`src/rtl/execute_pipe.sv`:
```
// execute_pipe: registered execute stage sitting between decode/register-read
// and memory. Single-cycle ALU/branch ops load the output register on the
// accept edge; MUL (when MUL_LAT>1) parks the stage in MUL_BUSY until its
// result lands exactly MUL_LAT cycles after accept. Flush drops any pending
// result and aborts an in-flight multiply.
//
// Ports:
//   clk_40, rst_n_40        clock (rising edge), async active-low reset
//   flush_40                synchronous pipeline flush
//   in_valid_40/in_ready_40 input handshake
//   opcode_40, a_40, b_40, sign_ext_40, src/dest/targ_reg_40   operation in
//   out_valid_40/out_ready_40   output handshake
//   alu_out_40, alu_src_40, opcode_out_40, src/dest/targ_reg_out_40  result
//   branch_taken_40, illegal_op_40   control-transfer / illegal-opcode flags
module execute_pipe #(
  parameter int DATA_W  = 32,
  parameter int REG_W   = 6,
  parameter int MUL_LAT = 4
) (
  input  logic              clk_40,
  input  logic              rst_n_40,
  input  logic              flush_40,
  input  logic              in_valid_40,
  output logic              in_ready_40,
  input  logic [5:0]        opcode_40,
  input  logic [DATA_W-1:0] a_40,
  input  logic [DATA_W-1:0] b_40,
  input  logic [DATA_W-1:0] sign_ext_40,
  input  logic [REG_W-1:0]  src_reg_40,
  input  logic [REG_W-1:0]  dest_reg_40,
  input  logic [REG_W-1:0]  targ_reg_40,
  output logic              out_valid_40,
  input  logic              out_ready_40,
  output logic [DATA_W-1:0] alu_out_40,
  output logic [DATA_W-1:0] alu_src_40,
  output logic [5:0]        opcode_out_40,
  output logic [REG_W-1:0]  src_reg_out_40,
  output logic [REG_W-1:0]  dest_reg_out_40,
  output logic [REG_W-1:0]  targ_reg_out_40,
  output logic              branch_taken_40,
  output logic              illegal_op_40
);

  localparam logic [5:0] OP_ADD  = 6'b110001;
  localparam logic [5:0] OP_LDW  = 6'b010111;
  localparam logic [5:0] OP_MUL  = 6'b100111;
  localparam logic [5:0] OP_BLT  = 6'b010110;
  localparam logic [5:0] OP_STW  = 6'b010101;
  localparam logic [5:0] OP_BR   = 6'b000110;
  localparam logic [5:0] OP_ADDI = 6'b000100;
  localparam logic [5:0] OP_BEQ  = 6'b100110;
  localparam logic [5:0] OP_BNE  = 6'b011110;
  localparam logic [5:0] OP_JMP  = 6'b111010;
  localparam logic [5:0] OP_CALL = 6'b000000;
  localparam logic [5:0] OP_SUBI = 6'b011111;
  localparam logic [5:0] OP_NOPE = 6'b111111;

  localparam logic [0:0] ST_IDLE     = 1'b0;
  localparam logic [0:0] ST_MUL_BUSY = 1'b1;

  // Counter only ever holds MUL_LAT-1 .. 1
  localparam int CNT_W = (MUL_LAT > 1) ? $clog2(MUL_LAT) : 1;

  logic [0:0]        state;
  logic [CNT_W-1:0]  cnt;
  logic [DATA_W-1:0] mul_a, mul_b;
  logic [REG_W-1:0]  mul_src, mul_dst, mul_targ;

  logic              accept, mul_multi;
  logic [DATA_W-1:0] res, mul_in_lo, mul_busy_lo;
  logic              res_taken, res_illegal;

  assign in_ready_40 = rst_n_40 && (state == ST_IDLE) && !flush_40 &&
                       (!out_valid_40 || out_ready_40);
  assign accept      = in_valid_40 && in_ready_40;
  assign mul_multi   = (MUL_LAT > 1) && (opcode_40 == OP_MUL);

  // Low DATA_W bits only: the product is truncated to the assignment width
  assign mul_in_lo   = a_40 * b_40;
  assign mul_busy_lo = mul_a * mul_b;

  always_comb begin
    res         = '0;
    res_taken   = 1'b0;
    res_illegal = 1'b0;
    case (opcode_40)
      OP_ADD:                  res = a_40 + b_40;
      OP_LDW, OP_STW, OP_ADDI: res = a_40 + sign_ext_40;
      OP_SUBI:                 res = a_40 - sign_ext_40;
      OP_MUL:                  res = mul_in_lo;
      OP_CALL: begin res = b_40;        res_taken = 1'b1; end
      OP_JMP:  begin res = a_40;        res_taken = 1'b1; end
      OP_BR:   begin res = sign_ext_40; res_taken = 1'b1; end
      OP_BEQ:  begin res = sign_ext_40; res_taken = (a_40 == b_40); end
      OP_BNE:  begin res = sign_ext_40; res_taken = (a_40 != b_40); end
      OP_BLT:  begin
        res       = sign_ext_40;
        res_taken = $signed(a_40) < $signed(b_40);
      end
      OP_NOPE:                 res = '0;
      default:                 res_illegal = 1'b1;
    endcase
  end

  always_ff @(posedge clk_40 or negedge rst_n_40) begin
    if (!rst_n_40) begin
      state           <= ST_IDLE;
      cnt             <= '0;
      mul_a           <= '0;
      mul_b           <= '0;
      mul_src         <= '0;
      mul_dst         <= '0;
      mul_targ        <= '0;
      out_valid_40    <= 1'b0;
      alu_out_40      <= '0;
      alu_src_40      <= '0;
      opcode_out_40   <= '0;
      src_reg_out_40  <= '0;
      dest_reg_out_40 <= '0;
      targ_reg_out_40 <= '0;
      branch_taken_40 <= 1'b0;
      illegal_op_40   <= 1'b0;
    end else if (flush_40) begin
      // Data outputs intentionally left stale; only the qualifiers clear
      state           <= ST_IDLE;
      cnt             <= '0;
      out_valid_40    <= 1'b0;
      branch_taken_40 <= 1'b0;
      illegal_op_40   <= 1'b0;
    end else if (state == ST_MUL_BUSY) begin
      if (cnt == CNT_W'(1)) begin
        state           <= ST_IDLE;
        cnt             <= '0;
        out_valid_40    <= 1'b1;
        alu_out_40      <= mul_busy_lo;
        alu_src_40      <= mul_b;
        opcode_out_40   <= OP_MUL;
        src_reg_out_40  <= mul_src;
        dest_reg_out_40 <= mul_dst;
        targ_reg_out_40 <= mul_targ;
        branch_taken_40 <= 1'b0;
        illegal_op_40   <= 1'b0;
      end else begin
        cnt <= cnt - CNT_W'(1);
      end
    end else if (accept) begin
      if (mul_multi) begin
        // Accept implies the previous result is consumed on this edge
        state        <= ST_MUL_BUSY;
        cnt          <= CNT_W'(MUL_LAT - 1);
        out_valid_40 <= 1'b0;
        mul_a        <= a_40;
        mul_b        <= b_40;
        mul_src      <= src_reg_40;
        mul_dst      <= dest_reg_40;
        mul_targ     <= targ_reg_40;
      end else begin
        out_valid_40    <= 1'b1;
        alu_out_40      <= res;
        alu_src_40      <= b_40;
        opcode_out_40   <= opcode_40;
        src_reg_out_40  <= src_reg_40;
        dest_reg_out_40 <= dest_reg_40;
        targ_reg_out_40 <= targ_reg_40;
        branch_taken_40 <= res_taken;
        illegal_op_40   <= res_illegal;
      end
    end else if (out_ready_40) begin
      out_valid_40 <= 1'b0;
    end
  end

endmodule

```
`config.mk`:
```
export PLATFORM = sky130hd
export DESIGN_NAME = execute_pipe
export DESIGN_NICKNAME = d
export VERILOG_FILES = /design/src/rtl/execute_pipe.sv
export SDC_FILE = /design/constraint.sdc
export NUM_CORES = 2
export LEC_CHECK = 0
export ABC_AREA = 1
export BUFFER_PORTS_ARGS = -buffer_cell sky130_fd_sc_hd__buf_2
export CAP_MARGIN = 25
export CORE_MARGIN = 2
export CORE_UTILIZATION = 49
export DETAILED_ROUTE_END_ITERATION = 10
export GPL_TIMING_DRIVEN = 0
export PLACE_DENSITY = 0.66
export SYNTH_ARGS = -nofsm -noshare
export SYNTH_HDL_FRONTEND = slang
export SYNTH_SLANG_ARGS = --single-unit
```
`constraint.sdc`:
```
create_clock -name clk_40 -period 7.2 [get_ports clk_40]
set_clock_uncertainty 0.2 [all_clocks]
set_input_delay 1.8 -clock clk_40 [delete_from_list [all_inputs] [get_ports clk_40]]
set_output_delay 1.8 -clock clk_40 [all_outputs]
set_load 0.02 [all_outputs]
```
==> metrics.yaml <==
status: "complete, but fails checks"
violations: "negative setup slack"
antenna_found_initial: 5
grtUsageTotal: 0.3934
vias_per_cell: 5.571
clock_path_buffers: 2
post-route-util: 0.5726
dr.pass1.iters: 9
fillerInstances: 5759
synth_flop_cell: "dfrtp_1"
syn-num-nets: 4790
start_util: 0.4944
area_growth_pct: 15.81
yosysWarnings: 0
via_count: 28799
critPathRequiredTime_ns: 7.36
ys_types: 59
p_sw_mw: 1.548
synth_seq_cells: 176
synth_area_leaders: "fa_1 28%, dfrtp_1 15%, nand2_1 15%, inv_1 12%, ha_1 8.1%"
gp_congestion: 1.021
share_seq_of_total_power: 0.351
ios: 217
path_class: "flop to flop"
hold_viol: 0
rows: 89
layout_common_cells: "1139 x nand2_1, 912 x inv_1, 386 x fa_1"
worst-path-max-fanout: 10
yosys.area.top_type_share: 0.2811
grt_max_degree: 110
die_w_um: 247.8
cap_violations: 0
worst_slack_ns: -0.02170
worst_slew_pin_slew_ns: 0.9988
yosysSeqAreaShare: 0.1512
die_area_um2: 61410
routed_wl_um: 120400
pwr-share-clk: 0.270
cts_tree: "done"
clk_pin_slew_ns: 0.08
nets: 5103
cp_data_arrival_time_ns: 7.38
wire_per_inst_um: 23.29
fmax_mhz: 138.5
grt_pass1_wl_um: 175300
fp.dieH_um: 247.8
synth-edff-count: 0
period_needed_ns: 7.222
setup_viol: 1
drt_iter0_drc: 2526
powerDensity_nw_per_um2: 107.4
drive_gt1_frac: 0.1411
post-dp-hpwl_um: 98710
pwr-share-comb: 0.379
numCtsBuffers: 17
min_period_over_period: 1.003
h-tree-depth: 4
syn-cell-area_um2: 29130
yosys.area.top_type: "fa_1"
final_common_cell: "nand2_1"
synthCells: 4067
hp-class: "flop to flop"
io_buffers: 216
worstSetupEndpointType: "flop"
final.setup.tns_ns: -0.02170
intPower_mw: 2.076
rsz0062_at_grt: "yes"
core_region_area_um2: 58910
slew_viol_final: 0
syn_avg_cell_area_um2: 7.162
drcViolationCount: 0
start_kind: "flop"
async_flop_share: 1.000
swShare: 0.4271
leakage_nw: 19.38
root_buffer: "clkbuf_16"
irDropWorstVdd_v: 0.0001624
cts_sinks: 176
clock_latency_ns: 0.46
grt-ovfl-total: 0
maxSlewHeadroom: 0.3341
grt_pass1_vias: 27734
drtAntennaViolNets: 0
final cells by class:
class / count / area [um2] / area share
Buffer: 171 / 1453 / 0.04307
Inverter: 931 / 3502 / 0.1038
Sequential cell: 176 / 4438 / 0.1316
Clock buffer: 17 / 425.4 / 0.01261
Multi-Input combinational cell: 2777 / 20890 / 0.6194
Timing Repair Buffer: 306 / 1861 / 0.05516
Clock inverter: 15 / 183.9 / 0.005453
Tap cell: 773 / 967.2 / 0.02867
Antenna cell: 3 / 7.507 / 0.0002226
per-stage QoR:
| step | setup WS (ns) | cells | hold WS, ns | instance area (um2) | power [mW] |
|---|---|---|---|---|---|
| 4_1_cts | 0.0003126 | 5098 | 0.2772 | 32560 | 3.533 |
| 6_report | -0.02170 | 5169 | 0.2781 | 33730 | 3.624 |
| 3_5_place_dp | -1.588 | 5058 | 0.2593 | 31220 | 2.523 |
| 3_3_place_gp | -1.541 | 5056 | 0.2534 | 31170 | 2.520 |
| 5_1_grt | -0.1478 | 5169 | 0.2891 | 33730 | 3.772 |
| 2_1_floorplan | 0.4086 | 4067 | 0.2422 | 29130 | 1.960 |
power groups by stage:
| stage | Combinational, mW | Sequential (mW) | Clock (mW) |
|---|---|---|---|
| after global routing | 1.47 | 1.28 | 1.02 |
| after floorplan | 0.572 | 1.39 | 0 |
| after detailed placement | 1.25 | 1.27 | 0 |
| after CTS | 1.29 | 1.26 | 0.984 |
| final | 1.37 | 1.27 | 0.980 |
| after global placement | 1.25 | 1.27 | 0 |
timing repair:
item                                    CTS  global route
endpoints found under the setup margin   20            15
cloned                                    0             1
gates resized for setup                 240           206
pin swaps                                 9            63
setup buffers                            18            69
hold buffers                              0             0
final timing paths:
check,from,end,slack [ns],cells after the start
max in group asynchronous,rst_n_40,mul_a[4],4.65,2
min reg2reg,mul_src[2],mul_src[2],0.28,2
min,mul_src[2],mul_src[2],0.28,2
max,mul_b[5],alu_out_40[25],-0.02,24
max reg2reg,mul_b[5],alu_out_40[25],-0.02,24
min in group asynchronous,rst_n_40,src_reg_out_40[2],1.07,1
critical path: stages, from the launching register on:
cell	delay, ns
dfrtp_4	0.55
buf_4	0.22
nand2_1	0.09
inv_1	0.05
fa_1	0.56
fa_1	0.44
fa_1	0.51
inv_1	0.05
fa_1	0.48
inv_1	0.05
fa_1	0.48
fa_1	0.58
fa_2	0.48
fa_1	0.62
ha_4	0.24
nand2_1	0.17
o21ai_0	0.13
a21oi_2	0.20
nand3_2	0.14
a21o_1	0.23
buf_4	0.16
o21ai_4	0.25
nand2_2	0.10
nand2_1	0.08
nand2_1	0.05
synthesized netlist by cell type, types with 11 or more instances:
master / count
o22ai_1: 25
xnor2_1: 16
ha_1: 189
fa_1: 409
nor3_1: 28
xor2_1: 21
a21oi_1: 168
clkbuf_1: 119
a31oi_1: 80
nand3_1: 109
nand4_1: 20
nor2_1: 236
buf_2: 39
nand2_1: 1147
o21ai_0: 190
buf_1: 14
dfrtp_1: 176
inv_1: 918
nand3b_1: 11
kinds of logic after synthesis:
logic type	Yosys count	share of synthesized area
AND/OR/NAND/NOR	1590	0.2195
buffers and inverters	1114	0.1473
adder cells (fa/ha/maj)	598	0.3623
XOR/XNOR	37	0.01113
AO/OA/AOI/OAI	552	0.1086
flip-flops	176	0.1512
metal layers:
metal / vias to the layer above / GRT usage / wire [um] / part of all wire
met1: 14016 / 0.5079 / 47090 / 0.39
met5: - / 0 / 5 / 0.000042
li1: 12979 / - / - / -
met4: 2 / 0.2230 / 8257 / 0.069
met3: 321 / 0.05915 / 10200 / 0.085
met2: 1481 / 0.6323 / 54820 / 0.46
state kept, by name, summed over array words and instances (netlist names):
signal           count
dest_reg_out_40      6
src_reg_out_40       6
targ_reg_out_40      6
mul_targ             6
mul_src              6
mul_b               32
mul_a               32
out_valid_40         1
cnt                  2
branch_taken_40      1
state                1
opcode_out_40        6
illegal_op_40        1
alu_src_40          32
alu_out_40          32
mul_dst              6
No activity file was read; power rests on OpenSTA's default activity.
